## src/rtl/bram_line_reader_if.sv

```systemverilog
// Bundle of the burst-request, BRAM port-B and output-stream signals of bram_line_reader.
// slave  : the reader side (takes the request, drives the BRAM port and the stream).
// master : the requester / memory / sink side that surrounds the reader.
interface bram_line_reader_if #(
    parameter int DATA_W = 16,
    parameter int ADDR_W = 4
);
    // burst request / status
    logic              start;
    logic [ADDR_W-1:0] base_addr;
    logic [ADDR_W:0]   len;
    logic              busy;
    logic              done;
    // BRAM port B
    logic              bram_en;
    logic [ADDR_W-1:0] bram_addr;
    logic [DATA_W-1:0] bram_dout;
    // output stream
    logic              m_valid;
    logic              m_ready;
    logic [DATA_W-1:0] m_data;
    logic              m_last;

    modport slave (
        input  start, base_addr, len, bram_dout, m_ready,
        output busy, done, bram_en, bram_addr, m_valid, m_data, m_last
    );

    modport master (
        output start, base_addr, len, bram_dout, m_ready,
        input  busy, done, bram_en, bram_addr, m_valid, m_data, m_last
    );
endinterface

```

## src/rtl/bram_line_reader.sv

```systemverilog
// Purpose : reads a burst of len words from a BRAM starting at base_addr (address wraps)
//           and streams them out in address order with m_last on the final word.
// Latency : first bram_en one cycle after start; first m_valid RD_LAT+1 cycles after that.
// Backpr. : reads are only issued while in-flight reads plus buffered words fit in
//           FIFO_DEPTH entries, so a stalled sink never loses or duplicates a word.
// Ports   : clk, rst_n (async active-low); bus = bram_line_reader_if.slave
//           (start/base_addr/len/busy/done, bram_en/bram_addr/bram_dout,
//            m_valid/m_ready/m_data/m_last). FIFO_DEPTH must be >= RD_LAT+1.
module bram_line_reader #(
    parameter int DATA_W     = 16,
    parameter int ADDR_W     = 4,
    parameter int RD_LAT     = 1,
    parameter int FIFO_DEPTH = 4
) (
    input  logic                clk,
    input  logic                rst_n,
    bram_line_reader_if.slave   bus
);
    localparam int PTR_W = $clog2(FIFO_DEPTH);
    localparam int CNT_W = $clog2(FIFO_DEPTH + 1);
    localparam logic [ADDR_W-1:0] ADDR_ONE = 1;
    localparam logic [ADDR_W:0]   LEN_ONE  = 1;
    localparam logic [PTR_W-1:0]  PTR_ONE  = 1;
    localparam logic [PTR_W-1:0]  PTR_LAST = PTR_W'(FIFO_DEPTH - 1);

    typedef enum logic [1:0] {IDLE, READ, DRAIN} state_t;

    state_t              state_q, state_d;
    logic                bram_en_q, bram_en_d;
    logic [ADDR_W-1:0]   bram_addr_q, bram_addr_d;
    logic [ADDR_W-1:0]   nxt_addr_q, nxt_addr_d;
    logic [ADDR_W:0]     iss_cnt_q, iss_cnt_d;
    logic [ADDR_W:0]     dlv_cnt_q, dlv_cnt_d;
    logic [RD_LAT-1:0]   vld_sr_q, vld_sr_d;
    logic [PTR_W-1:0]    wr_ptr_q, wr_ptr_d;
    logic [PTR_W-1:0]    rd_ptr_q, rd_ptr_d;
    logic [CNT_W-1:0]    fifo_cnt_q, fifo_cnt_d;
    logic                m_valid_q, m_valid_d;
    logic                m_last_q, m_last_d;
    logic [DATA_W-1:0]   m_data_q, m_data_d;
    logic                busy_q, busy_d;
    logic                done_q, done_d;
    logic [DATA_W-1:0]   mem_q [FIFO_DEPTH];

    logic       accept, pop, arrive, out_free, load_out, fifo_rd, fifo_wr, issue;
    logic [7:0] pend;

    // Shared handshake decode used by both the next-state and the output logic.
    always_comb begin
        accept   = bus.start && (state_q == IDLE);
        pop      = m_valid_q && bus.m_ready;
        arrive   = vld_sr_q[RD_LAT-1];
        out_free = !m_valid_q || pop;
        // Output register is refilled from the FIFO first; bram_dout bypasses an empty FIFO.
        fifo_rd  = out_free && (fifo_cnt_q != '0);
        load_out = out_free && ((fifo_cnt_q != '0) || arrive);
        fifo_wr  = arrive && !(out_free && (fifo_cnt_q == '0));
        // Entries committed after this edge if nothing new is issued: the read on the
        // port now, reads in the latency pipe, and buffered words minus this cycle's pop.
        pend = 8'(bram_en_q) + 8'(fifo_cnt_q) + 8'(m_valid_q) - 8'(pop);
        for (int i = 0; i < RD_LAT; i++) begin
            pend = pend + 8'(vld_sr_q[i]);
        end
        issue = (state_q == READ) && (iss_cnt_q != '0) && (pend < 8'(FIFO_DEPTH));
    end

    // FSM: state register
    always_ff @(posedge clk or negedge rst_n) begin
        if (!rst_n) state_q <= IDLE;
        else        state_q <= state_d;
    end

    // FSM: next state. A len=0 request stays in IDLE and only pulses done.
    always_comb begin
        state_d = state_q;
        case (state_q)
            IDLE:    if (accept && (bus.len != '0)) state_d = READ;
            READ:    if (iss_cnt_q == '0)           state_d = DRAIN;
            DRAIN:   if (pop && m_last_q)           state_d = IDLE;
            default:                                state_d = IDLE;
        endcase
    end

    // FSM: outputs and datapath next values (all outputs are registered below)
    always_comb begin
        bram_en_d   = 1'b0;
        bram_addr_d = bram_addr_q;
        nxt_addr_d  = nxt_addr_q;
        iss_cnt_d   = iss_cnt_q;
        dlv_cnt_d   = dlv_cnt_q - {{ADDR_W{1'b0}}, load_out};

        if (accept && (bus.len != '0)) begin
            // The buffer is empty in IDLE, so the first read needs no space check.
            bram_en_d   = 1'b1;
            bram_addr_d = bus.base_addr;
            nxt_addr_d  = bus.base_addr + ADDR_ONE;
            iss_cnt_d   = bus.len - LEN_ONE;
            dlv_cnt_d   = bus.len;
        end else if (issue) begin
            bram_en_d   = 1'b1;
            bram_addr_d = nxt_addr_q;
            nxt_addr_d  = nxt_addr_q + ADDR_ONE;
            iss_cnt_d   = iss_cnt_q - LEN_ONE;
        end

        vld_sr_d[0] = bram_en_q;
        for (int i = 1; i < RD_LAT; i++) begin
            vld_sr_d[i] = vld_sr_q[i-1];
        end

        wr_ptr_d   = fifo_wr ? ((wr_ptr_q == PTR_LAST) ? '0 : wr_ptr_q + PTR_ONE) : wr_ptr_q;
        rd_ptr_d   = fifo_rd ? ((rd_ptr_q == PTR_LAST) ? '0 : rd_ptr_q + PTR_ONE) : rd_ptr_q;
        fifo_cnt_d = fifo_cnt_q + CNT_W'(fifo_wr) - CNT_W'(fifo_rd);

        m_valid_d = m_valid_q && !pop;
        m_last_d  = m_last_q && !pop;
        m_data_d  = m_data_q;
        if (load_out) begin
            m_valid_d = 1'b1;
            m_data_d  = fifo_rd ? mem_q[rd_ptr_q] : bus.bram_dout;
            // Words are loaded in order, so the one loaded with one delivery left is the last.
            m_last_d  = (dlv_cnt_q == LEN_ONE);
        end

        busy_d = (state_d != IDLE);
        done_d = (accept && (bus.len == '0)) || ((state_q == DRAIN) && pop && m_last_q);
    end

    always_ff @(posedge clk or negedge rst_n) begin
        if (!rst_n) begin
            bram_en_q   <= 1'b0;
            bram_addr_q <= '0;
            nxt_addr_q  <= '0;
            iss_cnt_q   <= '0;
            dlv_cnt_q   <= '0;
            vld_sr_q    <= '0;
            wr_ptr_q    <= '0;
            rd_ptr_q    <= '0;
            fifo_cnt_q  <= '0;
            m_valid_q   <= 1'b0;
            m_last_q    <= 1'b0;
            m_data_q    <= '0;
            busy_q      <= 1'b0;
            done_q      <= 1'b0;
        end else begin
            bram_en_q   <= bram_en_d;
            bram_addr_q <= bram_addr_d;
            nxt_addr_q  <= nxt_addr_d;
            iss_cnt_q   <= iss_cnt_d;
            dlv_cnt_q   <= dlv_cnt_d;
            vld_sr_q    <= vld_sr_d;
            wr_ptr_q    <= wr_ptr_d;
            rd_ptr_q    <= rd_ptr_d;
            fifo_cnt_q  <= fifo_cnt_d;
            m_valid_q   <= m_valid_d;
            m_last_q    <= m_last_d;
            m_data_q    <= m_data_d;
            busy_q      <= busy_d;
            done_q      <= done_d;
        end
    end

    // Storage needs no reset: only entries covered by fifo_cnt_q are ever read.
    always_ff @(posedge clk) begin
        if (fifo_wr) mem_q[wr_ptr_q] <= bus.bram_dout;
    end

    assign bus.bram_en   = bram_en_q;
    assign bus.bram_addr = bram_addr_q;
    assign bus.m_valid   = m_valid_q;
    assign bus.m_data    = m_data_q;
    assign bus.m_last    = m_last_q;
    assign bus.busy      = busy_q;
    assign bus.done      = done_q;
endmodule
```

## src/flat_wrapper.sv

```systemverilog
// flat-port wrapper written by rule: the top's interface ports become plain ports
module bram_line_reader_flat 
#(
    parameter int DATA_W     = 16,
    parameter int ADDR_W     = 4,
    parameter int RD_LAT     = 1,
    parameter int FIFO_DEPTH = 4
)
  (clk, rst_n, bus_start, bus_base_addr, bus_len, bus_bram_dout, bus_m_ready, bus_busy, bus_done, bus_bram_en, bus_bram_addr, bus_m_valid, bus_m_data, bus_m_last);
  bram_line_reader_if #(.DATA_W(DATA_W), .ADDR_W(ADDR_W)) bus_i ();
  input  logic clk;
  input  logic rst_n;
  input wire logic [$bits(bus_i.start)-1:0] bus_start;
  input wire logic [$bits(bus_i.base_addr)-1:0] bus_base_addr;
  input wire logic [$bits(bus_i.len)-1:0] bus_len;
  input wire logic [$bits(bus_i.bram_dout)-1:0] bus_bram_dout;
  input wire logic [$bits(bus_i.m_ready)-1:0] bus_m_ready;
  output wire logic [$bits(bus_i.busy)-1:0] bus_busy;
  output wire logic [$bits(bus_i.done)-1:0] bus_done;
  output wire logic [$bits(bus_i.bram_en)-1:0] bus_bram_en;
  output wire logic [$bits(bus_i.bram_addr)-1:0] bus_bram_addr;
  output wire logic [$bits(bus_i.m_valid)-1:0] bus_m_valid;
  output wire logic [$bits(bus_i.m_data)-1:0] bus_m_data;
  output wire logic [$bits(bus_i.m_last)-1:0] bus_m_last;
  assign bus_i.start = bus_start;
  assign bus_i.base_addr = bus_base_addr;
  assign bus_i.len = bus_len;
  assign bus_i.bram_dout = bus_bram_dout;
  assign bus_i.m_ready = bus_m_ready;
  assign bus_busy = bus_i.busy;
  assign bus_done = bus_i.done;
  assign bus_bram_en = bus_i.bram_en;
  assign bus_bram_addr = bus_i.bram_addr;
  assign bus_m_valid = bus_i.m_valid;
  assign bus_m_data = bus_i.m_data;
  assign bus_m_last = bus_i.m_last;
  bram_line_reader #(.DATA_W(DATA_W), .ADDR_W(ADDR_W), .RD_LAT(RD_LAT), .FIFO_DEPTH(FIFO_DEPTH)) u_core (.clk(clk), .rst_n(rst_n), .bus(bus_i));
endmodule
```

## config.mk

```make
export PLATFORM = sky130hd
export DESIGN_NAME = bram_line_reader_flat
export DESIGN_NICKNAME = d
export VERILOG_FILES = /design/src/rtl/bram_line_reader_if.sv /design/src/rtl/bram_line_reader.sv /design/src/flat_wrapper.sv
export SDC_FILE = /design/constraint.sdc
export NUM_CORES = 1
export LEC_CHECK = 0
export ABC_CLOCK_PERIOD_IN_PS = 3900
export CAP_MARGIN = 5
export CORE_ASPECT_RATIO = 1.25
export CORE_MARGIN = 1
export CORE_UTILIZATION = 40
export CTS_CLUSTER_SIZE = 40
export DETAILED_ROUTE_END_ITERATION = 16
export HOLD_SLACK_MARGIN = 0.02
export PLACE_DENSITY = 0.59
export SKIP_CTS_REPAIR_TIMING = 1
export SLEW_MARGIN = 20
export SYNTH_ARGS = -nofsm -noshare
export SYNTH_HDL_FRONTEND = slang
export SYNTH_SLANG_ARGS = --single-unit
export TNS_END_PERCENT = 20
```

## constraint.sdc

```tcl
create_clock -name clk -period 3.9 [get_ports clk]
set_clock_uncertainty 0.2 [all_clocks]
set_input_delay 0.78 -clock clk [delete_from_list [all_inputs] [get_ports clk]]
set_output_delay 0.78 -clock clk [all_outputs]
set_load 0.03 [all_outputs]
```

### After elaboration in Yosys (flattened, before gate mapping)

Memories as Yosys holds them, arrays and structs flattened.
Index checks and enable logic that the tools add are counted.

* RAM bits: 64
* memories: 1
* bits in latches: 0
* memory bits (read-only): 0
* bits in registers: 49

Memory list
* u_core.mem_q: depth 4, bits a word 16, rd ports 1, clocked after memory_dff 0, wr ports 1, line bram_line_reader.sv:43 `logic [DATA_W-1:0] mem_q [FIFO_DEPTH];`

* shift-type cells: 0
* order comparisons: 1
* reductions and logical operators: 30
* add/sub/neg operators: 13
* multipliers: 0
* equal/unequal tests: 5
* div/mod/pow operators: 0
* bitwise gates (word level): 0
* mux-type cells: 20

Operators with widths (count)
* adder 8 x 1 -> 8 bit: 2
* two-way mux 16 bit: 1
* two-way mux 4 bit: 4
* logical AND 1 bit: 15
* two-way mux 5 bit: 3
* logical NOT 5 bit: 2
* two-way mux 2 bit: 5
* nonzero test 5 bit: 2
* subtractor 5 x 1 -> 5 bit (second input constant): 2
* adder 4 x 1 -> 4 bit (second input constant): 2
* less-than comparator 8 x 3 -> 1 bit (second input constant): 1
* subtractor 8 x 1 -> 8 bit: 1
* == test 2 bit (second input constant): 3
* two-way mux 1 bit: 6
* case mux 2 bit (3 select lines): 1
* == test 5 x 1 -> 1 bit (second input constant): 1
* subtractor 5 x 1 -> 5 bit: 1
* adder 1 x 3 -> 4 bit: 1
* adder 2 x 1 -> 2 bit (second input constant): 2
* nonzero test 2 bit: 2
* adder 3 x 1 -> 3 bit: 1
* logical NOT 1 bit: 3
* logical NOT 3 bit: 1
* logical OR 1 bit: 3
* other kinds (4): 4

### Longest topological paths before layout

* depth in word-level cells: 8
* gate-level depth with buffers: 11

### Worst setup path after synthesis

No wires, ideal clock.

* path kind: input to register
* start point: in bus_start
* end point: reg u_core.iss_cnt_q[4]
* required time: 3.569 ns
* buffers on the path: 2
* cell stages on the path: 10
* slack: 0.514 ns
* arrival: 3.055 ns
* library setup time: 0.131 ns
* path through: or3b_2 clkbuf_1 nor2_1 clkbuf_1 mux2i_1 ha_1 o211ai_1 or3_1 mux2i_1 or3_1

* cells in the longest elaborated chain, start to end: 3
* elaborated cells on any way between the ends: 4

RTL lines
* start: declaration: line flat_wrapper.sv:13 `input wire logic [$bits(bus_i.start)-1:0] bus_start;`
* logical AND 1 bit *: line bram_line_reader.sv:50 `accept = bus.start && (state_q == IDLE);`
* logical AND 1 bit *: line bram_line_reader.sv:92 `if (accept && (bus.len != '0)) begin`
* two-way mux 5 bit / nonzero test 2 bit (equally long branches)
* end signal: assignment: line bram_line_reader.sv:149 `iss_cnt_q <= iss_cnt_d;`
* end: declaration: line bram_line_reader.sv:32 `logic [ADDR_W:0] iss_cnt_q, iss_cnt_d;`

Mark *: on every way between the ends. The rest lies on a longest branch, timed or not.
A chain may end at the register's enable or synchronous reset.

### Final worst setup path

* start point: in bus_m_ready
* end point: reg u_core.bram_addr_q[2] (netlist: u_core.bus.bram_addr[2])

* cells in the longest elaborated chain, start to end: 6

RTL lines
* start: declaration: line flat_wrapper.sv:17 `input wire logic [$bits(bus_i.m_ready)-1:0] bus_m_ready;`
* logical AND 1 bit: line bram_line_reader.sv:51 `pop = m_valid_q && bus.m_ready;`
* subtractor 8 x 1 -> 8 bit: line bram_line_reader.sv:60 `pend = 8'(bram_en_q) + 8'(fifo_cnt_q) + 8'(m_valid_q) - 8'(pop);`
* adder 8 x 1 -> 8 bit: line bram_line_reader.sv:62 `pend = pend + 8'(vld_sr_q[i]);`
* less-than comparator 8 x 3 -> 1 bit: line bram_line_reader.sv:64 `issue = (state_q == READ) && (iss_cnt_q != '0) && (pend < 8'(FIFO_DEPTH));`
* logical AND 1 bit: line bram_line_reader.sv:64
* nonzero test 2 bit (no source line)
* end signal: assignment: line bram_line_reader.sv:147 `bram_addr_q <= bram_addr_d;`
* end: declaration: line bram_line_reader.sv:30 `logic [ADDR_W-1:0] bram_addr_q, bram_addr_d;`

Every way passes these cells.

==> reports/qor.yml <==
run_status:
  run_status: "complete, no violations"
clock_network:
  path_clk_slew_ns: 0.06
  cts_tree: "built"
  clock-sinks: 113
  htree_levels: 4
  clockBufferDepth: 2
  clk_latency_ns: 0.41
  cts_root_buffer: "clkbuf_16"
  cts_buffers: 17
layout:
  multi_input_area_um2: 1750
  area_growth_syn_to_layout_pct: 26.9
  fin_cells: 609
  antenna_cells: 0
  fin_nets: 481
  final_layout_size_suffix_gt1_frac: 0.155
  regArea_um2: 3150
  fillCellCount: 1062
yosys:
  synth_edf_count: 64
  synth.distinct_cells: 44
  syn_nets: 411
  syn_area_per_cell_um2: 13.9
  async_flop_share: 0.434
  seq_area_frac_synth: 0.628
  synth-seq-cells: 113
  ys.flop_type: "edfxtp_1"
  synthTopCellsByArea: "edfxtp_1 (38%), dfrtp_1 (24%), mux4_2 (7.2%)"
  synth.top_cell.area_share: 0.383
  netlist_area_um2: 5020
  synth_top_area_cell: "edfxtp_1"
  syn_inst: 362
  ys_warn_count: 0
setup_path:
  required_ns: 3.98
  end_kind: "flip-flop"
  crit_fanout: 15
  arrival_ns: 3.36
  critPathLaunchType: "primary input"
  worstSetupPathType: "in2reg"
grt:
  grt_pass1_vias: 3272
  gr-total-overflow: 0
  antenna_found_initial: 0
  grt_max_degree: 35
  grt_util_all_layers: 0.169
  grt_first_pass_wirelength_um: 16000
timing:
  rsz0062_at_grt: "false"
  timing.setup.tns_ns: 0
  finalSetupViolCount: 0
  fmax_mhz: 305
  tightest_slew_ns: 0.825
  setup_ws_ns: 0.625
  maxSlewViolCount: 0
  hold_viol: 0
  fin_crit_ns: 3.28
  max_slew_margin: 0.450
  finalCritPeriodShare: 0.840
power:
  p_sw_frac: 0.336
  p_leak_uw: 0.00244
  clkPwrFrac: 0.288
  power_frac_seq: 0.355
  ir_drop_mv: 0.370
  combPwrFrac: 0.357
  p_int_uw: 3360
  p_per_area_nw_per_um2: 794
  switchingPower_uw: 1700
drt:
  drt_iter0_drc: 112
  vias: 3088
  wl_per_cell_um: 16.0
  drt_pass1_iterations: 5
  via_per_inst: 5.07
  postRouteAntennaNets: 0
  route.detailed.drc: 0
  wl_um: 9750
floorplan:
  die_y_um: 127
  io_pins: 54
  core_area_um2: 12200
  start_util: 0.412
  dieArea_um2: 13000
  die_w_um: 102
  rows: 45
place:
  hpwl_um: 6560
  port_buffers: 53
  gp_congestion: 0.789
  dp_slack_ns: 0.178
  dp_cells: 577
run:
  drv_cap: 0
min_path:
  hold_class: "in2async"
## synthesized netlist by cell type (2+ instances only)
library cell	n
nor3_1	9
nand2_1	22
clkbuf_1	12
nand4_1	3
ha_1	19
dfrtp_1	49
inv_1	16
xnor2_1	4
buf_2	2
a21oi_1	23
mux2i_1	25
o211ai_1	2
mux2_2	3
or3_1	5
xor2_1	5
edfxtp_1	64
a21o_1	2
o311a_1	2
nand3_1	7
nor2_1	32
and2_1	6
o21ai_0	13
mux4_2	16
## power by group through the flow
| stage | Combinational, uW | Clock, uW | Sequential, uW |
|---|---|---|---|
| 2_1_floorplan | 1120 | 0 | 1930 |
| 3_3_place_gp | 1790 | 0 | 1810 |
| 3_5_place_dp | 1820 | 0 | 1820 |
| 4_1_cts | 1840 | 1480 | 1800 |
| 5_1_grt | 2010 | 1540 | 1840 |
| 6_report | 1800 | 1450 | 1800 |
## cells by family (layout without fill, tap and decap cells)
group	after synthesis	count (layout)	synth area share
flip-flops	113	113	0.628
AND/OR/NAND/NOR	90	90	0.0828
AO/OA/AOI/OAI	53	53	0.0656
multiplexers	44	44	0.128
buffers and inverters	32	115	0.0252
adder cells (fa/ha/maj)	20	20	0.0514
XOR/XNOR	10	10	0.0190
## per-layer routing
layer	vias up	wire, um	global-route usage
li1	1475	-	-
met1	1538	4100	0.193
met2	62	5120	0.292
met3	13	390	0.0514
met4	0	138	0.0655
met5	-	0	0
## per-stage QoR
stage | utilization | hold slack [ns] | cell area, um2 | power [uW]
after floorplan | - | 0.239 | 5020 | 3060
after global placement | 0.477 | 0.243 | 5800 | 3600
after detailed placement | 0.477 | 0.231 | 5800 | 3640
after CTS | 0.523 | 0.253 | 6360 | 5130
after global routing | 0.523 | 0.278 | 6360 | 5380
final | 0.523 | 0.255 | 6360 | 5050
## worst max-delay path, stage by stage
cell,delay (ns)
clkdlybuf4s50_1,0.42
and2_1,0.21
ha_1,0.28
inv_1,0.04
ha_1,0.27
a21o_1,0.17
a21oi_1,0.17
o21ai_0,0.17
a211oi_4,0.29
buf_4,0.27
mux2i_1,0.20
o21ai_0,0.09
## layout by cell type, fill, tap and decap left out, types with 2 or more instances in the layout
master	instances
ha_1	19
o311a_1	2
buf_4	12
clkbuf_1	3
nand4_1	3
clkbuf_16	17
mux4_2	16
a21oi_1	22
nand3_1	7
nor2_1	31
clkinv_2	4
xor2_1	5
or3_1	5
a21o_1	2
bufinv_16	2
mux2i_1	25
clkinvlp_4	4
nand2_1	22
o21ai_0	13
mux2_2	3
and2_1	6
edfxtp_1	64
nor3_1	9
clkdlybuf4s50_1	52
o211ai_1	2
inv_1	16
dfrtp_1	49
xnor2_1	4
## sequential cells by signal, indices dropped and copies added (netlist names), 2 cells and up
name,cells
u_core.iss_cnt_q,5
u_core.mem_q,64
u_core.bus.bram_addr,4
u_core.nxt_addr_q,4
u_core.wr_ptr_q,2
u_core.state_q,2
u_core.bus.m_data,16
u_core.fifo_cnt_q,3
u_core.dlv_cnt_q,5
u_core.rd_ptr_q,2
## layout make-up
cell class | count | area share
Tap cell | 164 | 0.0322
Clock buffer | 21 | 0.0708
Clock inverter | 11 | 0.0179
Inverter | 17 | 0.0100
Sequential cell | 113 | 0.495
Timing Repair Buffer | 66 | 0.0999
Multi-Input combinational cell | 217 | 0.275
## final timing paths
path	from	end	slack, ns	cells after the start
min reg2reg	u_core.bus.bram_en$_DFF_PN0_	u_core.arrive$_DFF_PN0_	0.26	0
min	rst_n	u_core.bus.bram_addr[0]$_DFFE_PN0P_	0.25	1
max reg2reg	u_core.bus.bram_en$_DFF_PN0_	u_core.nxt_addr_q[1]$_DFFE_PN0P_	0.95	9
max in group asynchronous	rst_n	u_core.bus.m_data[1]$_DFFE_PN0P_	2.46	2
min in group clk	u_core.bus.bram_en$_DFF_PN0_	u_core.arrive$_DFF_PN0_	0.26	0
max	bus_m_ready	u_core.bus.bram_addr[2]$_DFFE_PN0P_	0.62	12
Note: power is estimated with default switching activity, not from simulation.
